$ cat src/rtl/freq_div_pkg.sv
// rtl/freq_div_pkg.sv - shared constants and config record for the programmable divider
package freq_div_pkg;

    localparam int CFG_W     = 16;
    localparam int MIN_DIV   = 2;
    localparam int HIGH_AUTO = 0;

    typedef struct packed {
        logic [CFG_W-1:0] div;
        logic [CFG_W-1:0] high;
    } cfg_t;

endpackage

$ cat src/rtl/freq_div_cfg_check.sv
// rtl/freq_div_cfg_check.sv - legality check and auto high-time for an offered config
module freq_div_cfg_check
    import freq_div_pkg::*;
#(
    parameter int CNT_W = 16
) (
    input  logic [CNT_W-1:0] div_in,
    input  logic [CNT_W-1:0] high_in,
    output logic             ok,
    output logic [CNT_W-1:0] h
);

    always_comb begin
        h  = (high_in == CNT_W'(HIGH_AUTO)) ? (div_in >> 1) : high_in;
        ok = (div_in >= CNT_W'(MIN_DIV)) && (h < div_in);
    end

endmodule

$ cat src/rtl/freq_divider_prog.sv
// rtl/freq_divider_prog.sv - programmable integer divider with duty control and boundary-aligned reconfig
module freq_divider_prog
    import freq_div_pkg::*;
#(
    parameter int CNT_W        = 16,
    parameter int DEFAULT_DIV  = 4,
    parameter int DEFAULT_HIGH = 2
) (
    input  logic             clk,
    input  logic             rst,
    input  logic             en,
    input  logic             cfg_valid,
    output logic             cfg_ready,
    input  logic [CNT_W-1:0] div_in,
    input  logic [CNT_W-1:0] high_in,
    output logic             clk_out,
    output logic             tick,
    output logic             cfg_err,
    output logic             pend
);

    generate
        if (CNT_W != CFG_W) begin : g_bad_width
            $error("freq_divider_prog: CNT_W must match freq_div_pkg::CFG_W");
        end
        if (DEFAULT_DIV < MIN_DIV || longint'(DEFAULT_DIV) > ((64'd1 << CNT_W) - 64'd1)) begin : g_bad_div
            $error("freq_divider_prog: DEFAULT_DIV out of range");
        end
        if (DEFAULT_HIGH < 1 || DEFAULT_HIGH >= DEFAULT_DIV) begin : g_bad_high
            $error("freq_divider_prog: DEFAULT_HIGH out of range");
        end
    endgenerate

    cfg_t             active;
    cfg_t             staged;
    logic [CNT_W-1:0] cnt;
    logic             cfg_ok;
    logic [CNT_W-1:0] cfg_h;
    logic             xfer;
    logic             period_end;

    freq_div_cfg_check #(.CNT_W(CNT_W)) u_cfg_check (
        .div_in  (div_in),
        .high_in (high_in),
        .ok      (cfg_ok),
        .h       (cfg_h)
    );

    assign cfg_ready  = ~pend;
    assign xfer       = cfg_valid & ~pend;
    assign period_end = (cnt == active.div - CNT_W'(1));

    always_ff @(posedge clk) begin
        if (rst) begin
            cnt         <= '0;
            active.div  <= CNT_W'(DEFAULT_DIV);
            active.high <= CNT_W'(DEFAULT_HIGH);
            staged      <= '0;
            clk_out     <= 1'b0;
            tick        <= 1'b0;
            cfg_err     <= 1'b0;
            pend        <= 1'b0;
        end else begin
            cfg_err <= 1'b0;
            // Transfer needs pend=0 and apply needs pend=1, so they never collide.
            if (xfer) begin
                if (cfg_ok) begin
                    staged.div  <= div_in;
                    staged.high <= cfg_h;
                    pend        <= 1'b1;
                end else begin
                    cfg_err <= 1'b1;
                end
            end

            if (en) begin
                clk_out <= (cnt < active.high);
                tick    <= (cnt == '0);
                if (period_end) begin
                    cnt <= '0;
                    if (pend) begin
                        active <= staged;
                        pend   <= 1'b0;
                    end
                end else begin
                    cnt <= cnt + CNT_W'(1);
                end
            end else begin
                // Idle has no period to protect, so a staged config lands immediately.
                cnt     <= '0;
                clk_out <= 1'b0;
                tick    <= 1'b0;
                if (pend) begin
                    active <= staged;
                    pend   <= 1'b0;
                end
            end
        end
    end

endmodule

$ cat config.mk
export PLATFORM = sky130hd
export DESIGN_NAME = freq_divider_prog
export DESIGN_NICKNAME = d
export VERILOG_FILES = /design/src/rtl/freq_div_pkg.sv /design/src/rtl/freq_div_cfg_check.sv /design/src/rtl/freq_divider_prog.sv
export SDC_FILE = /design/constraint.sdc
export NUM_CORES = 1
export LEC_CHECK = 0
export CORE_UTILIZATION = 40
export CTS_CLUSTER_SIZE = 14
export DETAILED_ROUTE_END_ITERATION = 12
export GPL_ROUTABILITY_DRIVEN = 0
export PLACE_DENSITY = 0.57
export REMOVE_ABC_BUFFERS = 1
export SLEW_MARGIN = 20
export SYNTH_ARGS = -nofsm -noshare
export SYNTH_HDL_FRONTEND = slang
export SYNTH_SLANG_ARGS = --single-unit
$ cat constraint.sdc
create_clock -name clk -period 3.8 [get_ports clk]
set_clock_uncertainty 0.05 [all_clocks]
set_input_delay 0.38 -clock clk [delete_from_list [all_inputs] [get_ports clk]]
set_output_delay 0.38 -clock clk [all_outputs]
set_load 0.05 [all_outputs]
* Word level (Yosys, flattened, before mapping)
Index checks and enable logic that the tools add are counted.
** Operators by class
- $add $sub $neg :: 2
- Order comparisons :: 3
- Equal/unequal tests :: 2
- Mux-type cells :: 10
- Bitwise gates (word level) :: 4
- Reduce and logical (&&, ||, !) cells :: 7
** Operators with widths (count)
- 32-bit two-way mux :: 3
- 16-bit zero test :: 2
- 16-bit less-than comparator :: 2
- 16-bit by 1-bit adder with 16-bit output (second input constant) :: 1
- 16-bit equality test :: 1
- 16-bit by 2-bit >= comparator with 1-bit output (second input constant) :: 1
- 16-bit two-way mux :: 1
- 16-bit by 1-bit subtractor with 16-bit output (second input constant) :: 1
- 1-bit two-way mux :: 6
- 2-bit OR reduction :: 2
- 1-bit NOT :: 3
- 3-bit OR reduction :: 1
- 2-bit by 1-bit != test with 1-bit output (second input constant) :: 1
- 2-bit AND reduction :: 1
- 1-bit bitwise AND :: 1
- 1-bit logical AND :: 1
** Storage, ports and cells
- Register bits after elaboration :: 84
- Input port bits :: 36
- Output and inout port bits :: 5
- Word-level logic and storage cells :: 37

* Depth between registers and ports, before layout
- Depth after elaboration :: 9
- Depth in mapped cells :: 13

* Hierarchy
A second synthesis with hierarchy kept.
** Second synthesis, totals
- Cells, all modules :: 589
- Area, all modules :: 5067.4 µm²
** Modules (own cells, without submodules)
- freq_divider_prog :: times used 1, cells an instance 506, area each 4445.5 µm², seq. area each 1681.6 µm²
- freq_div_cfg_check :: times used 1, cells an instance 83, area each 621.8 µm², seq. area each 0.0 µm²

* Worst setup path before layout
Ideal clock, no wire load.
- Path kind :: input -> register
- Start point :: in high_in[2]
- End point :: reg staged[25] in the netlist's numbering
- Library setup time :: 70 ps
- Data arrival time :: 3050 ps
- Data required time :: 3680 ps
- Path slack :: 630 ps
- Stages :: 12
- Path through :: nor4_1 > and4_1 > clkbuf_1 > clkbuf_1 > a21o_1 > ha_1 > nand4_1 > or2_1 > o41ai_1 > clkbuf_1 > o21ai_0 > a21oi_1
** On the way
- Cells in the longest elaborated chain, start to end :: 5
** Ends and longest elaborated chain
- start: declaration :: RTL line freq_divider_prog.sv:15 : input logic [CNT_W-1:0] high_in,
- 16-bit zero test :: RTL line freq_div_cfg_check.sv:14 : h = (high_in == CNT_W'(HIGH_AUTO)) ? (div_in >> 1) : high_in;
- 16-bit two-way mux :: RTL line freq_div_cfg_check.sv:14
- via cfg_h[9] :: RTL line freq_divider_prog.sv:38 : logic [CNT_W-1:0] cfg_h;
- 16-bit less-than comparator :: RTL line freq_div_cfg_check.sv:15 : ok = (div_in >= CNT_W'(MIN_DIV)) && (h < div_in);
- 1-bit logical AND :: RTL line freq_div_cfg_check.sv:15
- 2-bit AND reduction (no line)
- end: declaration :: RTL line freq_divider_prog.sv:35 : cfg_t staged;
The timed path passes the listed nets, and every way through them passes these cells.
A chain may end at the register's enable or synchronous reset.

* Worst setup path in the final report
- Start point :: in high_in[15]
- End point :: reg staged[0] in the netlist's numbering
The elaborated chain is that of the path after synthesis.

==> out/results.ini <==
[run_status]
outcome = complete, no violations

[sta]
final.min_clock_period_ps = 3440
hold_slack_ps = 452
fin_tns_setup_ps = 0
max-slew-margin-rel = 0.500
fmax_mhz = 291
rsz0062_at_grt = false
setup_viol = 0
hold_viol = 0
tightest_slew_ps = 749
fin_crit_sh = 0.905
slew_violations = 0

[power]
powerDensity_nw_per_um2 = 368
irDropWorstVdd_mv = 0.243
leakagePower_nw = 2.31

[critical_path]
worst-path-max-fanout = 18
startpoint_type = input pin
crit_type = input pin to register
critPathCaptureType = register
path_common_cell = a211oi_1
slowest_delay_ps = 450
critPathSlowestCell = clkdlybuf4s50_1
critPathTopFamily = compound AO/OA/AOI/OAI gates
cp_data_required_time_ps = 4010
worst-path-buf-inv = 2
critPathArrivalTime_ps = 3640
path_cells = clkdlybuf4s50_1, nor4_1, and4_2, a21o_1, ha_1, a211oi_1, nand2_1, a211oi_1, o41a_1, buf_4, a21oi_1, a311oi_1

[clock_network]
h-tree-depth = 3
cts.sinks = 84
cts_tree = built
cts_setup_buffers = 0
clk_pin_slew_ps = 70
hold_buffers = 0
cts_buffers = 9
root_buffer = clkbuf_16
worstSkewPairLatency_ps = 350
clockBufferDepth = 2

[floorplanning]
die_area_um2 = 14100
rows = 42
design.core.area_um2 = 13200
num_io_pins = 41
start_util = 0.410
die_y_um = 119
dieWidth_um = 119

[yosys]
synth_area_um2 = 5430
synth.yosys.seq_area_share = 0.309
synthDistinctLibCells = 56
ys_ff_latch = 84
avgSynthCellArea_um2 = 8.00
async_flop_share = 0
synth_top_area_share = 0.309
syn_inst = 679
yosys_warnings = 0
yosys.area.top_type = dfxtp_1
synth_area_leaders = dfxtp_1 (31%), a21oi_1 (9.4%), ha_1 (7.6%)
ys.flop_type = dfxtp_1
synth_edf_count = 0

[placed_design]
dpl-instance-area_um2 = 5970
hpwlAfterDp_mm = 11.2
dp.cells = 855
io_buffers = 40

[layout]
design_area_um2 = 6280
n_antenna_cell = 0
nNetsFinal = 759
drive_gt1_frac = 0.0633
stdcell_count = 871
area_delta_synth_final_pct = 15.6

[grt]
grt_max_degree = 49
grt_antenna_before_repair = 0
grt_usage = 0.226
grt_pass1_wl_mm = 25.3
overflow = 0
grt_pass1_vias = 5070

[drt]
drtPass1Iterations = 4
drt_iter0_markers = 423
drc = 0
wl_per_cell_um = 17.6
vias_per_cell = 5.91
routed_wl_mm = 15.3
vias = 5150
ant_nets = 0

[worst_hold_path]
min_path_type = register to register

[run]
drv_cap = 0

[metrics by stage]
step	utilization	total power, W	setup slack (ps)
final	0.474	0.00231	361
after global routing	0.474	0.00241	82.4
after CTS	0.474	0.00233	206
after detailed placement	0.451	0.00141	-148
after global placement	0.451	0.00139	-33.4
after floorplan	-	0.00123	-985
[cells in the final DEF, fill, tap and decap left out, types with 3 or more instances in the layout]
| cell type | count |
|---|---|
| a22oi_1 | 30 |
| o21ai_0 | 21 |
| o211ai_1 | 4 |
| nand4_1 | 15 |
| inv_1 | 38 |
| ha_1 | 33 |
| nor3_1 | 51 |
| clkbuf_16 | 9 |
| o22ai_1 | 3 |
| or3_1 | 3 |
| clkdlybuf4s50_1 | 39 |
| xor2_1 | 17 |
| nor4_1 | 15 |
| nand3_1 | 25 |
| nand2_1 | 13 |
| nor2b_1 | 3 |
| and3_1 | 3 |
| nor2_1 | 39 |
| nand2b_1 | 7 |
| nor4b_1 | 3 |
| buf_12 | 3 |
| dfxtp_1 | 84 |
| xnor2_1 | 15 |
| o31ai_1 | 3 |
| a21o_1 | 26 |
| buf_4 | 12 |
| a21oi_1 | 102 |
| a41o_1 | 3 |
| a211oi_1 | 3 |
| mux2i_1 | 33 |
[report_power, final]
group	leakage, nW	total [W]	internal [W]	switching (W)
Sequential	0.684	0.000976	0.000925	0.0000506
Combinational	1.48	0.000416	0.000178	0.000237
Clock	0.145	0.000919	0.000520	0.000399
Total	2.31	0.00231	0.00162	0.000687
[cells by family after synthesis]
kind of cell    count (synthesis)  share of synthesized area
compound gates                212                      0.245
simple gates                  191                      0.185
buf+inv                        94                     0.0728
flops                          84                      0.309
mux                            33                     0.0608
fa+ha+maj                      33                     0.0760
xor+xnor                       32                     0.0516
[area by class of cell]
cell class,count,area (um2)
inverters,39,146
clock inverters,7,82.6
well taps,176,220
flip-flops and latches,84,1680
multi-input cells,501,3380
fillers,1341,6960
repair buffers,55,546
clock buffers,9,225
[flip-flops by register name (all words and copies together), names as in the netlist]
register,count
pend,1
cfg_err,1
clk_out,1
cnt,16
tick,1
active,32
staged,32
[synthesized netlist by cell type, drive strengths merged (17+ instances only)]
cell / instances
mux2i: 33
dfxtp: 84
ha: 33
a22oi: 30
o21ai: 22
a21oi: 102
xor2: 17
nor2: 41
a21o: 26
inv: 38
nor3: 52
clkbuf: 45
nand3: 25
[timing repair]
action | 4_1_cts | 5_1_grt
resized for setup | 0 | 1
endpoints found under the setup margin | 0 | 1
endpoints found under the hold margin | 0 | 0
[worst register-to-register path: cells and delay by family (launching register included)]
family	cells	cell delay, ps
AND/OR/NAND/NOR	2	1100
AO/OA/AOI/OAI	2	620
buffers and inverters	1	550
flip-flops	1	440
multiplexers	2	420
[final timing paths]
check                          start                       to  slack (ps)  cells past startpoint
max                      high_in[15]   staged[0]$_SDFFE_PP0P_         360                     12
min          staged[25]$_SDFFE_PP0P_  staged[25]$_SDFFE_PP0P_         450                      2
max reg2reg  active[18]$_SDFFE_PP1P_  active[29]$_SDFFE_PP0P_         550                      7
min reg2reg  staged[25]$_SDFFE_PP0P_  staged[25]$_SDFFE_PP0P_         450                      2
[layer usage]
metal | up-vias | track usage | share of wire
met3 | 40 | 0.0323 | 0.038
met4 | 0 | 0.130 | 0.038
li1 | 2516 | - | -
met5 | - | 0 | 0
met2 | 148 | 0.363 | 0.46
met1 | 2446 | 0.287 | 0.47
No activity file was read; power rests on OpenSTA's default activity.
